### src/rtl/mem_access_stage.sv
// MEM pipeline stage: issues loads/stores on a split addr_ok/data_ok bus and holds the result for WB.
// Optional `MEM_LOAD_ALIGN_EN: extract and extend the load lane here instead of in WB.
module mem_access_stage #(
    parameter int SIDE_W    = 64,
    parameter int FIXED_MAP = 1
) (
    input  logic              clk,
    input  logic              rst,
    input  logic              flush,
    input  logic              exe_valid_in,
    output logic              mem_allowin_out,
    input  logic              exe_mem_en_in,
    input  logic              exe_mem_wr_in,
    input  logic [1:0]        exe_size_in,
    input  logic              exe_load_sign_in,
    input  logic [31:0]       exe_vaddr_in,
    input  logic [31:0]       exe_wdata_in,
    input  logic [3:0]        exe_wstrb_in,
    input  logic [31:0]       exe_result_in,
    input  logic [SIDE_W-1:0] exe_side_in,
    input  logic              wb_allowin_in,
    output logic              mem_valid_out,
    output logic [31:0]       mem_wbdata_out,
    output logic [SIDE_W-1:0] mem_side_out,
    output logic              data_req,
    output logic              data_wr,
    output logic [1:0]        data_size,
    output logic [31:0]       data_addr,
    output logic [3:0]        data_wstrb,
    output logic [31:0]       data_wdata,
    input  logic              data_addr_ok,
    input  logic              data_data_ok,
    input  logic [31:0]       data_rdata
);

    typedef enum logic [2:0] {S_IDLE, S_REQ, S_WAIT, S_DONE, S_CANCEL} state_t;

    state_t            state_p1, state_d;
    logic              wr_p1;
    logic [1:0]        size_p1;
    logic [31:0]       addr_p1;
    logic [3:0]        wstrb_p1;
    logic [31:0]       wdata_p1;
    logic [31:0]       result_p1;
    logic [SIDE_W-1:0] side_p1;
    logic              vld_p1;
    logic              capture;
    logic              complete;
    logic [31:0]       load_data;

    // kseg0/kseg1 strip the top three bits; everything else passes through
    function automatic logic [31:0] translate(input logic [31:0] va);
        if (FIXED_MAP != 0 && (va[31:29] == 3'b100 || va[31:29] == 3'b101))
            return {3'b000, va[28:0]};
        return va;
    endfunction

`ifdef MEM_LOAD_ALIGN_EN
    logic load_sign_p1;

    function automatic logic [31:0] align_load(input logic [31:0] rdata, input logic [1:0] size,
                                               input logic [1:0] a, input logic sgn);
        logic [7:0]  b;
        logic [15:0] h;
        case (a)
            2'd0:    b = rdata[7:0];
            2'd1:    b = rdata[15:8];
            2'd2:    b = rdata[23:16];
            default: b = rdata[31:24];
        endcase
        h = a[1] ? rdata[31:16] : rdata[15:0];
        case (size)
            2'd0:    return {{24{sgn & b[7]}}, b};
            2'd1:    return {{16{sgn & h[15]}}, h};
            default: return rdata;
        endcase
    endfunction

    assign load_data = align_load(data_rdata, size_p1, addr_p1[1:0], load_sign_p1);
`else
    wire unused_load_sign = exe_load_sign_in;
    assign load_data = data_rdata;
`endif

    assign vld_p1          = (state_p1 == S_DONE);
    assign mem_allowin_out = (state_p1 == S_IDLE) || (vld_p1 && wb_allowin_in);
    assign capture         = mem_allowin_out && exe_valid_in && !flush;
    assign complete        = (state_d == S_DONE) && (state_p1 == S_REQ || state_p1 == S_WAIT);

    always_comb begin
        state_d = state_p1;
        case (state_p1)
            S_IDLE:
                if (capture) state_d = exe_mem_en_in ? S_REQ : S_DONE;
            S_REQ:
                if (data_addr_ok) begin
                    if (data_data_ok) state_d = flush ? S_IDLE : S_DONE;
                    else              state_d = flush ? S_CANCEL : S_WAIT;
                end else if (flush) begin
                    state_d = S_IDLE;
                end
            S_WAIT:
                if (data_data_ok) state_d = flush ? S_IDLE : S_DONE;
                else if (flush)   state_d = S_CANCEL;
            S_DONE:
                if (capture)                     state_d = exe_mem_en_in ? S_REQ : S_DONE;
                else if (flush || wb_allowin_in) state_d = S_IDLE;
            S_CANCEL:
                if (data_data_ok) state_d = S_IDLE;
            default: state_d = S_IDLE;
        endcase
    end

    // p1: instruction held in MEM; request fields stay frozen until the next capture
    always_ff @(posedge clk) begin
        if (rst) begin
            state_p1     <= S_IDLE;
            wr_p1        <= 1'b0;
            size_p1      <= 2'd0;
            addr_p1      <= 32'd0;
            wstrb_p1     <= 4'd0;
            wdata_p1     <= 32'd0;
            result_p1    <= 32'd0;
            side_p1      <= '0;
`ifdef MEM_LOAD_ALIGN_EN
            load_sign_p1 <= 1'b0;
`endif
        end else begin
            state_p1 <= state_d;
            if (capture) begin
                wr_p1        <= exe_mem_wr_in;
                size_p1      <= exe_size_in;
                addr_p1      <= translate(exe_vaddr_in);
                wstrb_p1     <= exe_wstrb_in;
                wdata_p1     <= exe_wdata_in;
                result_p1    <= exe_result_in;
                side_p1      <= exe_side_in;
`ifdef MEM_LOAD_ALIGN_EN
                load_sign_p1 <= exe_load_sign_in;
`endif
            end else if (complete && !wr_p1) begin
                result_p1 <= load_data;
            end
        end
    end

    assign mem_valid_out  = vld_p1;
    assign mem_wbdata_out = result_p1;
    assign mem_side_out   = side_p1;
    assign data_req       = (state_p1 == S_REQ);
    assign data_wr        = wr_p1;
    assign data_size      = size_p1;
    assign data_addr      = addr_p1;
    assign data_wstrb     = wstrb_p1;
    assign data_wdata     = wdata_p1;

endmodule

### config.mk
export PLATFORM = sky130hd
export DESIGN_NAME = mem_access_stage
export DESIGN_NICKNAME = d
export VERILOG_FILES = /design/src/rtl/mem_access_stage.sv
export SDC_FILE = /design/constraint.sdc
export NUM_CORES = 1
export LEC_CHECK = 0
export CORE_MARGIN = 10
export CORE_UTILIZATION = 39
export DETAILED_ROUTE_END_ITERATION = 8
export PLACE_DENSITY = 0.81
export SYNTH_ARGS = -nofsm -noshare
export SYNTH_HDL_FRONTEND = slang
export SYNTH_SLANG_ARGS = --single-unit
### constraint.sdc
create_clock -name clk -period 2.1 [get_ports clk]
set_input_delay 0.42 -clock clk [delete_from_list [all_inputs] [get_ports clk]]
set_output_delay 0.42 -clock clk [all_outputs]
set_load 0.005 [all_outputs]
Word level (Yosys, flattened, before mapping)
Cells that the tools add are included.
{"block": "word_totals", "word_cells": 48, "regBits": 170}
{"block": "op_classes", "n_eq_ne": 7, "reduce_logical": 13, "mux": 20}
{"cell": "32-bit 2-to-1 mux", "count": 4}
{"cell": "3-bit 2-to-1 mux", "count": 10}
{"cell": "3-bit one-hot mux with 5 select lines", "count": 1}
{"cell": "3-bit by 2-bit equality test with 1-bit output, second input constant", "count": 3}
{"cell": "3-bit equality test, second input constant", "count": 3}
{"cell": "1-bit logical AND", "count": 5}
{"cell": "1-bit logical OR", "count": 4}
{"cell": "2-bit 2-to-1 mux", "count": 2}
{"cell": "3-bit by 1-bit equality test with 1-bit output, second input constant", "count": 1}
{"cell": "3-bit logical NOT", "count": 1}
{"cell": "1-bit 2-to-1 mux", "count": 3}
{"cell": "1-bit logical NOT", "count": 2}
{"cell": "2-bit nonzero test", "count": 1}

Depth between registers and ports, before layout
Gate-level depths: netlist of run 1.
{"block": "logic_depth", "word_depth": 12, "mapped_depth": 9, "depth_no_buf": 6}

Worst setup path after synthesis of run 1
Ideal clock, no wire load.
{"block": "synth_timing", "path_kind": "input-to-reg", "startpoint": "input port wb_allowin_in", "endpoint": "register result_p1[11], in the netlist mem_wbdata_out[11]", "path_slack_ns": 0.244, "stages": 6, "path_buffers": 1, "arrival_ns": 1.710, "cell_sequence": "and3_1 o211a_1 o21a_1 o211ai_4 buf_2 a211oi_2"}
{"block": "synth_via", "elab_chain_len": 10, "elab_cells_between_ends": 14, "classes_between": "1 x eq/ne; 5 x mux; 8 x reduce/logical"}
{"element": "start, declared", "line_no": "21", "text": "input logic wb_allowin_in,"}
{"element": "1-bit logical AND", "line_no": "86", "text": "assign mem_allowin_out = (state_p1 == S_IDLE) || (vld_p1 && wb_allowin_in);"}
{"element": "1-bit logical OR", "line_no": "86"}
{"element": "1-bit logical AND (2 in a row)", "line_no": "87", "text": "assign capture = mem_allowin_out && exe_valid_in && !flush;"}
{"element": "3-bit 2-to-1 mux, on equally long branches", "line_no": "106, 94"}
{"element": "3-bit one-hot mux with 5 select lines", "line_no": "92", "text": "case (state_p1)"}
{"element": "3-bit by 2-bit equality test with 1-bit output", "line_no": "88", "text": "assign complete = (state_d == S_DONE) && (state_p1 == S_REQ || state_p1 == S_WAIT);"}
{"element": "1-bit logical AND", "line_no": "88"}
{"element": "1-bit logical AND", "line_no": "141", "text": "end else if (complete && !wr_p1) begin"}
{"element": "2-bit nonzero test (no line)"}
{"element": "end signal, assigned", "line_no": "136", "text": "result_p1 <= exe_result_in;"}
{"element": "end signal, assigned", "line_no": "142", "text": "result_p1 <= load_data;"}
{"element": "end, declared", "line_no": "44", "text": "logic [31:0] result_p1;"}
Several ways; a longest one is shown, not always the timed one.
A chain may end at the register's enable or synchronous reset.

Worst setup path after layout of run 1
{"block": "layout_timing", "startpoint": "input port wb_allowin_in", "endpoint": "register result_p1[16], in the netlist mem_wbdata_out[16]"}
Same word-level chain as after synthesis.

==> results of run 1 <==
[cells in the mapped netlist, drive strengths merged]
| cell | n |
|---|---|
| buf | 42 |
| a41oi | 1 |
| nor3 | 4 |
| dfxtp | 170 |
| o21ai | 3 |
| and3 | 1 |
| nor2b | 2 |
| o211a | 1 |
| nand2 | 269 |
| and2 | 2 |
| nand2b | 2 |
| a21boi | 2 |
| a211oi | 32 |
| xnor2 | 1 |
| nor2 | 137 |
| inv | 1 |
| and3b | 1 |
| o21a | 1 |
| o211ai | 2 |
| clkbuf | 29 |
| nand3 | 2 |
| a21oi | 168 |
[power by group through the flow]
| stage | registers, mW | logic, mW | clock network, mW |
|---|---|---|---|
| 2_1_floorplan | 3.59 | 0.538 | 0 |
| 3_3_place_gp | 3.56 | 1.51 | 0 |
| 3_5_place_dp | 3.57 | 1.52 | 0 |
| 4_1_cts | 3.50 | 1.53 | 3.28 |
| 5_1_grt | 3.52 | 1.64 | 3.43 |
| 6_report | 3.50 | 1.51 | 3.23 |
[sequential cells by signal (all words and copies together) (netlist names)]
register        count
data_addr          32
data_size           2
data_wdata         32
data_wr             1
data_wstrb          4
mem_side_out       64
mem_wbdata_out     32
state_p1            3
[metal layers]
layer  GRT usage [%]  wire, um  part of all wire (%)
met2            36.8     13200                    52
met5               0         0                     0
met3            7.52      2210                   8.8
met1            22.5      9340                    37
met4            7.36       460                   1.8
[logic make-up (layout without fill, tap and decap cells)]
family / Yosys count / count (layout) / synth area share, %
flops: 170 / 170 / 50.9
buf+inv: 72 / 436 / 4.98
simple gates: 420 / 420 / 24.0
xor+xnor: 1 / 1 / 0.131
other cells: 0 / 1 / 0
compound gates: 210 / 210 / 19.9
[worst max-delay path by stage]
stage	end	cells after the start
after global routing	mem_wbdata_out[2]$_SDFFE_PP0P_	8
after floorplan	mem_wbdata_out[11]$_SDFFE_PP0P_	6
after global placement	mem_wbdata_out[2]$_SDFFE_PP0P_	8
after detailed placement	mem_wbdata_out[19]$_SDFFE_PP0P_	8
final	mem_wbdata_out[16]$_SDFFE_PP0P_	8
after CTS	mem_wbdata_out[14]$_SDFFE_PP0P_	9
[cell type report]
type / count / area, sq um
clock buffers: 19 / 443
inverters: 1 / 3.75
clock inverters: 12 / 163
repair buffers: 404 / 4100
flip-flops and latches: 170 / 3400
diodes: 1 / 2.50
fillers: 1374 / 5350
well taps: 220 / 275
multi-input cells: 631 / 2960
[what timing repair did]
action,4_1_cts,5_1_grt
cloned,0,0
endpoints found under the setup margin,3,1
endpoints found under the hold margin,0,0
pin swaps,0,0
resized for setup,5,1
==> impl_metrics.json, run 1 <==
{
  "outcome": "complete, no violations",
  "syn-num-nets": 1081,
  "cp.required_ps": 2440,
  "stdcell_count": 1458,
  "worst_slew_pin_slew_ps": 467,
  "synth_area_sq_mm": 0.00668,
  "powerDensity_mw_per_mm2": 726,
  "ys_ff_latch": 170,
  "yosys.cell_types.count": 28,
  "worstSetupStartpoint": "wb_allowin_in",
  "drtIter0Drc": 379,
  "final_common_cell": "clkdlybuf4s50_1",
  "grt_pass1_vias": 6727,
  "rsz0062_at_grt": "no",
  "yosysTopAreaCellShare_pct": 50.9,
  "drc_errors": 0,
  "cp_max_fo": 30,
  "final_cell_mix": "clkdlybuf4s50_1 (372), nand2_1 (269), dfxtp_1 (169)",
  "stdcell_area_sq_mm": 0.0113,
  "synth.largest_area_cell": "dfxtp_1",
  "post_cts_buffers": 0,
  "cts-root-buf": "clkbuf_16",
  "viasPerCell": 4.77,
  "wl_um": 25200,
  "clk_pin_slew_ps": 70,
  "cell_internal_pwr_mw": 6.21,
  "clkLatencyLatePin_ps": 420,
  "cp.arrival_ps": 2330,
  "syn_inst": 873,
  "placed_area_sq_mm": 0.0107,
  "min_to": "data_addr[0]$_SDFFE_PP0N_",
  "via_count": 6954,
  "grt_start_max_net_pins": 73,
  "yosys_warnings": 0,
  "die_h_um": 151,
  "p_switching_mw": 2.03,
  "drive_above_1_share_pct": 8.00,
  "rows": 47,
  "seq_area_frac_synth_pct": 50.9,
  "hold_depth": 2,
  "post-route-period-util_pct": 94.8,
  "power.share.switching_pct": 24.7,
  "cts_tree": "built",
  "port_buffers": 376,
  "avgSynthCellArea_sq_um": 7.66,
  "fin_crit_ps": 1990,
  "cp-start-kind": "input port",
  "path_class": "in2reg",
  "core_area_sq_mm": 0.0167,
  "cts-buffers-inserted": 17,
  "hold_path_class": "in2reg",
  "finalHoldViolations": 0,
  "gp_congestion": 0.857,
  "dp_hpwl_um": 19000,
  "rrSetupSlack_ps": 190,
  "fin_skew_ps": 11.1,
  "wl_per_cell_um": 17.3,
  "clock_path_buffers": 2,
  "slowest_delay_ps": 420,
  "place_ws_ps": -318,
  "crit_chain": "clkdlybuf4s50_1 -> and3_1 -> o211a_4 -> o21a_1 -> o211ai_4 -> buf_12 -> a21oi_1 -> a211oi_2",
  "dp_cells": 1426,
  "ctsHoldBuffers": 0,
  "layout.nets": 1433,
  "htree_levels": 4,
  "reg2reg_to": "mem_wbdata_out[16]$_SDFFE_PP0P_",
  "pwr-share-clk_pct": 39.2,
  "cts_sinks": 170,
  "first_pass_iters": 4,
  "slew_violations": 0,
  "path_buf_inv": 2,
  "overflow": 0,
  "rr_worst_depth": 9,
  "timing.fmax_mhz": 502,
  "drv_cap": 0,
  "holdWs_ps": 408,
  "p_leak_nw": 4.13,
  "grt_antenna_before_repair": 0,
  "holdCritStartpoint": "rst",
  "antenna_left": 0,
  "pin_count": 378,
  "grt_usage_pct": 20.8,
  "endpoint_kind": "flip-flop",
  "r2r-start": "state_p1[1]$_SDFF_PP0_",
  "cp_top_family": "compound AO/OA/AOI/OAI gates",
  "setup_viol": 0,
  "pwr-share-comb_pct": 18.4,
  "dieArea_sq_mm": 0.0228,
  "syn_to_final_growth_pct": 69.8,
  "start_util_pct": 40.0,
  "grt_first_pass_wirelength_um": 37100,
  "post-route-util_pct": 68.0,
  "relSlewSlack_pct": 68.9,
  "setup_ws_ps": 110,
  "synth_area_leaders": "dfxtp_1 (51%), nand2_1 (15%), a21oi_1 (12%)",
  "slowest_stage": "clkdlybuf4s50_1",
  "setup_tns_ps": 0,
  "power_mw": 8.24,
  "vdd_drop_max_mv": 0.545,
  "die_w_um": 151,
  "seqPwrFrac_pct": 42.5
}
No activity file was read; power rests on OpenSTA's default activity.
==> run 2: changes to the inputs <==
- SKIP_CTS_REPAIR_TIMING: default -> 1
==> impl_metrics.json, run 2 (synthesis gave the netlist of run 1 again) <==
{
  "drv_cap": 0,
  "seqPwrFrac_pct": 42.5,
  "worst_slew_pin_slew_ps": 468,
  "dieArea_sq_mm": 0.0228,
  "timing.fmax_mhz": 502,
  "cp.arrival_ps": 2330,
  "pin_count": 378,
  "overflow": 0,
  "slowest_delay_ps": 420,
  "stdcell_area_sq_mm": 0.0114,
  "vdd_drop_max_mv": 0.543,
  "cell_internal_pwr_mw": 6.21,
  "fin_skew_ps": 11.1,
  "die_h_um": 151,
  "wl_per_cell_um": 17.3,
  "rsz0062_at_grt": "no",
  "drive_above_1_share_pct": 7.92,
  "cts-root-buf": "clkbuf_16",
  "post-route-period-util_pct": 94.8,
  "largest_register_ffs": 64,
  "cts_sinks": 170,
  "path_class": "in2reg",
  "crit_chain": "clkdlybuf4s50_1 -> and3_1 -> o211a_4 -> o21a_1 -> o211ai_4 -> buf_12 -> a21oi_1 -> a211oi_2",
  "endpoint_kind": "flip-flop",
  "wl_um": 25200,
  "setup_viol": 0,
  "slew_violations": 0,
  "cp_top_family": "compound AO/OA/AOI/OAI gates",
  "die_w_um": 151,
  "grt_start_max_net_pins": 73,
  "power_mw": 8.23,
  "p_leak_nw": 4.16,
  "pwr-share-comb_pct": 18.4,
  "cts_tree": "built",
  "clkLatencyLatePin_ps": 420,
  "via_count": 6987,
  "finalHoldViolations": 0,
  "clk_pin_slew_ps": 70,
  "path_buf_inv": 2,
  "final_common_cell": "clkdlybuf4s50_1",
  "rows": 47,
  "grt_usage_pct": 20.8,
  "p_switching_mw": 2.02,
  "dp_hpwl_um": 19000,
  "antenna_left": 0,
  "htree_levels": 4,
  "drtIter0Drc": 365,
  "holdWs_ps": 410,
  "drc_errors": 0,
  "placed_area_sq_mm": 0.0107,
  "cp.required_ps": 2440,
  "core_area_sq_mm": 0.0167,
  "final_cell_mix": "clkdlybuf4s50_1 (372), nand2_1 (269), dfxtp_1 (170)",
  "port_buffers": 376,
  "clock_path_buffers": 2,
  "grt_pass1_vias": 6732,
  "relSlewSlack_pct": 68.8,
  "first_pass_iters": 4,
  "cts-buffers-inserted": 17,
  "gp_congestion": 0.857,
  "start_util_pct": 40.0,
  "grt_first_pass_wirelength_um": 37100,
  "cp_max_fo": 30,
  "power.share.switching_pct": 24.6,
  "outcome": "complete, no violations",
  "pwr-share-clk_pct": 39.1,
  "fin_crit_ps": 1990,
  "cp-start-kind": "input port",
  "layout.nets": 1433,
  "grt_antenna_before_repair": 0,
  "hold_path_class": "in2reg",
  "powerDensity_mw_per_mm2": 725,
  "slowest_stage": "clkdlybuf4s50_1",
  "syn_to_final_growth_pct": 70.0,
  "viasPerCell": 4.79
}
-- run 2: cell count changes in the layout (fill, tap and decap cells not counted), sizes merged --
cell	previous run	this run
dlymetal6s2s	0	3
dlygate4sd2	3	0
-- run 2: power groups by stage --
stage | Clock, mW | Combinational, mW | Sequential [mW]
after global routing | 3.43 | 1.64 | 3.52
final | 3.22 | 1.51 | 3.50
after floorplan | 0 | 0.538 | 3.59
after detailed placement | 0 | 1.52 | 3.57
after global placement | 0 | 1.51 | 3.56
after CTS | 3.28 | 1.53 | 3.50
-- run 2: final timing paths --
check	from	endpoint	slack [ps]	cells after the start
worst max-delay path	wb_allowin_in	mem_wbdata_out[16]$_SDFFE_PP0P_	110	8
worst min-delay path	rst	data_addr[0]$_SDFFE_PP0N_	410	2
worst max register to register	state_p1[1]$_SDFF_PP0_	mem_wbdata_out[16]$_SDFFE_PP0P_	190	9
worst min register to register	data_addr[12]$_SDFFE_PP0N_	data_addr[12]$_SDFFE_PP0N_	450	2
-- run 2: cell type report --
type,count,area [sq um]
well taps,220,275
flip-flops and latches,170,3400
repair buffers,404,4110
inverters,1,3.75
clock buffers,19,443
fillers,1373,5340
diodes,1,2.50
multi-input cells,631,2970
clock inverters,12,163
-- run 2: per-layer routing --
| layer | part of all wire (%) | vias to the layer above | wire length, um | GRT usage (%) |
|---|---|---|---|---|
| li1 | - | 3534 | - | - |
| met1 | 37 | 3194 | 9260 | 22.4 |
| met2 | 53 | 233 | 13200 | 36.9 |
| met3 | 8.8 | 26 | 2220 | 7.61 |
| met4 | 1.8 | 0 | 460 | 7.36 |
| met5 | 0 | - | 0 | 0 |
-- run 2: per-stage QoR --
step / utilization (%) / cells / setup TNS, ps / setup WS (ps)
after floorplan: - / 873 / 0 / 244
after global placement: 64.3 / 1426 / -16480 / -262
after detailed placement: 64.3 / 1426 / -19080 / -318
after CTS: 67.9 / 1457 / -556 / -232
after global routing: 68.0 / 1457 / 0 / 2.62
final: 68.0 / 1458 / 0 / 109
==> run 3: changes to the inputs <==
- CORE_ASPECT_RATIO: default -> 1.75
- CORE_UTILIZATION: 39 -> 41
- PLACE_DENSITY: 0.81 -> 0.84
- clock period: 2.1 -> 2.5 ns (I/O delays scaled with it)
==> impl_metrics.json, run 3 (synthesis gave the netlist of run 1 again) <==
{
  "outcome": "complete, no violations",
  "grt_first_pass_wirelength_um": 37500,
  "cp.arrival_ps": 1880,
  "viasPerCell": 4.98,
  "p_leak_nw": 4.07,
  "hold_depth": 2,
  "wl_um": 25100,
  "grt_start_max_net_pins": 88,
  "drv_cap": 0,
  "hold_path_class": "reg2reg",
  "drtIter0Drc": 487,
  "fin_crit_ps": 2380,
  "min_to": "mem_side_out[54]$_SDFFE_PP0N_",
  "holdCritStartpoint": "mem_side_out[54]$_SDFFE_PP0N_",
  "cts-root-buf": "clkbuf_16",
  "reg2reg_to": "mem_wbdata_out[17]$_SDFFE_PP0P_",
  "dp_cells": 1387,
  "cts_sinks": 170,
  "rr_worst_depth": 7,
  "antenna_left": 0,
  "post-route-period-util_pct": 95.2,
  "port_buffers": 376,
  "dieArea_sq_mm": 0.0220,
  "htree_levels": 4,
  "dp_hpwl_um": 19000,
  "rrSetupSlack_ps": 440,
  "stdcell_count": 1420,
  "first_pass_iters": 5,
  "final_cell_mix": "clkdlybuf4s50_1 (375), nand2_1 (269), dfxtp_1 (170)",
  "powerDensity_mw_per_mm2": 608,
  "path_class": "in2out",
  "relSlewSlack_pct": 72.5,
  "clkLatencyLatePin_ps": 420,
  "finalHoldViolations": 0,
  "overflow": 0,
  "setup_viol": 0,
  "die_w_um": 117,
  "cp.required_ps": 2000,
  "dr_wl_met2_um": 12600,
  "layout.nets": 1425,
  "holdWs_ps": 451,
  "grt_usage_pct": 22.0,
  "met3_length_um": 2580,
  "drc_errors": 0,
  "fin_skew_ps": 8.85,
  "clock_path_buffers": 2,
  "timing.fmax_mhz": 420,
  "power_mw": 6.83,
  "top_layer": "met5",
  "rsz0062_at_grt": "no",
  "cts-buffers-inserted": 17,
  "cp-start-kind": "input port",
  "syn_to_final_growth_pct": 68.1,
  "r2r-start": "state_p1[0]$_SDFF_PP0_",
  "via_count": 7071,
  "grt_pass1_vias": 6974,
  "cp_max_fo": 3,
  "start_util_pct": 41.9,
  "wl_met1_um": 8650,
  "worst_slew_pin_slew_ps": 407,
  "drive_above_1_share_pct": 7.07,
  "slew_violations": 0,
  "rows": 61,
  "core_area_sq_mm": 0.0160,
  "endpoint_kind": "output pin",
  "gp_congestion": 0.860,
  "wl_per_cell_um": 17.7,
  "clk_pin_slew_ps": 60,
  "die_h_um": 189,
  "cts_tree": "built",
  "final_common_cell": "clkdlybuf4s50_1",
  "largest_register_ffs": 64,
  "pin_count": 378,
  "grt_antenna_before_repair": 2,
  "vdd_drop_max_mv": 0.419
}
==> run 3: cell types whose count changed in the layout (fill, tap and decap cells not counted) <==
cell             before  now
inv_6                 4    1
clkdlybuf4s50_1     372  375
buf_4                18   10
nor2_1              136  137
clkbuf_8              1    3
nor2_2                1    0
bufinv_16             3    2
clkinvlp_4            2    3
clkbuf_1              1    3
nor2b_1               1    2
dlymetal6s2s_1        3    0
nor2b_4               1    0
==> run 3: worst max-delay path by stage <==
stage	cells past startpoint	endpoint	start	slack [ps]
3_3_place_gp	8	mem_wbdata_out[1]$_SDFFE_PP0P_	wb_allowin_in	40
5_1_grt	4	mem_allowin_out	state_p1[0]$_SDFF_PP0_	50
6_report	5	mem_allowin_out	wb_allowin_in	120
4_1_cts	5	mem_allowin_out	wb_allowin_in	110
2_1_floorplan	6	mem_wbdata_out[11]$_SDFFE_PP0P_	wb_allowin_in	560
3_5_place_dp	8	mem_wbdata_out[1]$_SDFFE_PP0P_	wb_allowin_in	-50
==> run 3: layout make-up <==
class | instances | area (sq um)
fillers | 1218 | 4720
repair buffers | 396 | 4040
flip-flops and latches | 170 | 3400
multi-input cells | 631 | 2960
clock buffers | 23 | 478
well taps | 189 | 236
clock inverters | 9 | 114
inverters | 1 | 3.75
diodes | 1 | 2.50
==> run 3: report_power, final <==
part | internal [mW] | switching [mW]
combinational | 0.733 | 0.518
clock | 1.56 | 1.08
sequential | 2.87 | 0.0791
total | 5.16 | 1.68
==> run 3: critical path, stage by stage <==
cell and delay [ps]:
clkdlybuf4s50_1 470, and3_1 230, nor2_1 70, nor2_1 90
clkdlybuf4s50_1 530
==> run 3: through the flow <==
| step | setup slack, ps | util, % | TNS (ps) | area (sq um) |
|---|---|---|---|---|
| finish | 120 | 70.4 | 0 | 11200 |
| global route | 50.8 | 70.4 | 0 | 11200 |
| CTS | 113 | 70.4 | 0 | 11200 |
| detailed placement | -54.7 | 66.7 | -286 | 10600 |
| floorplan | 564 | - | 0 | 6680 |
| global placement | 37.3 | 66.7 | 0 | 10600 |
==> run 3: per-layer routing <==
layer  up-vias  GRT usage [%]
met5         -              0
met4         2           12.4
met3        73           9.37
met1      3175           21.8
met2       303           37.2
li1       3518              -
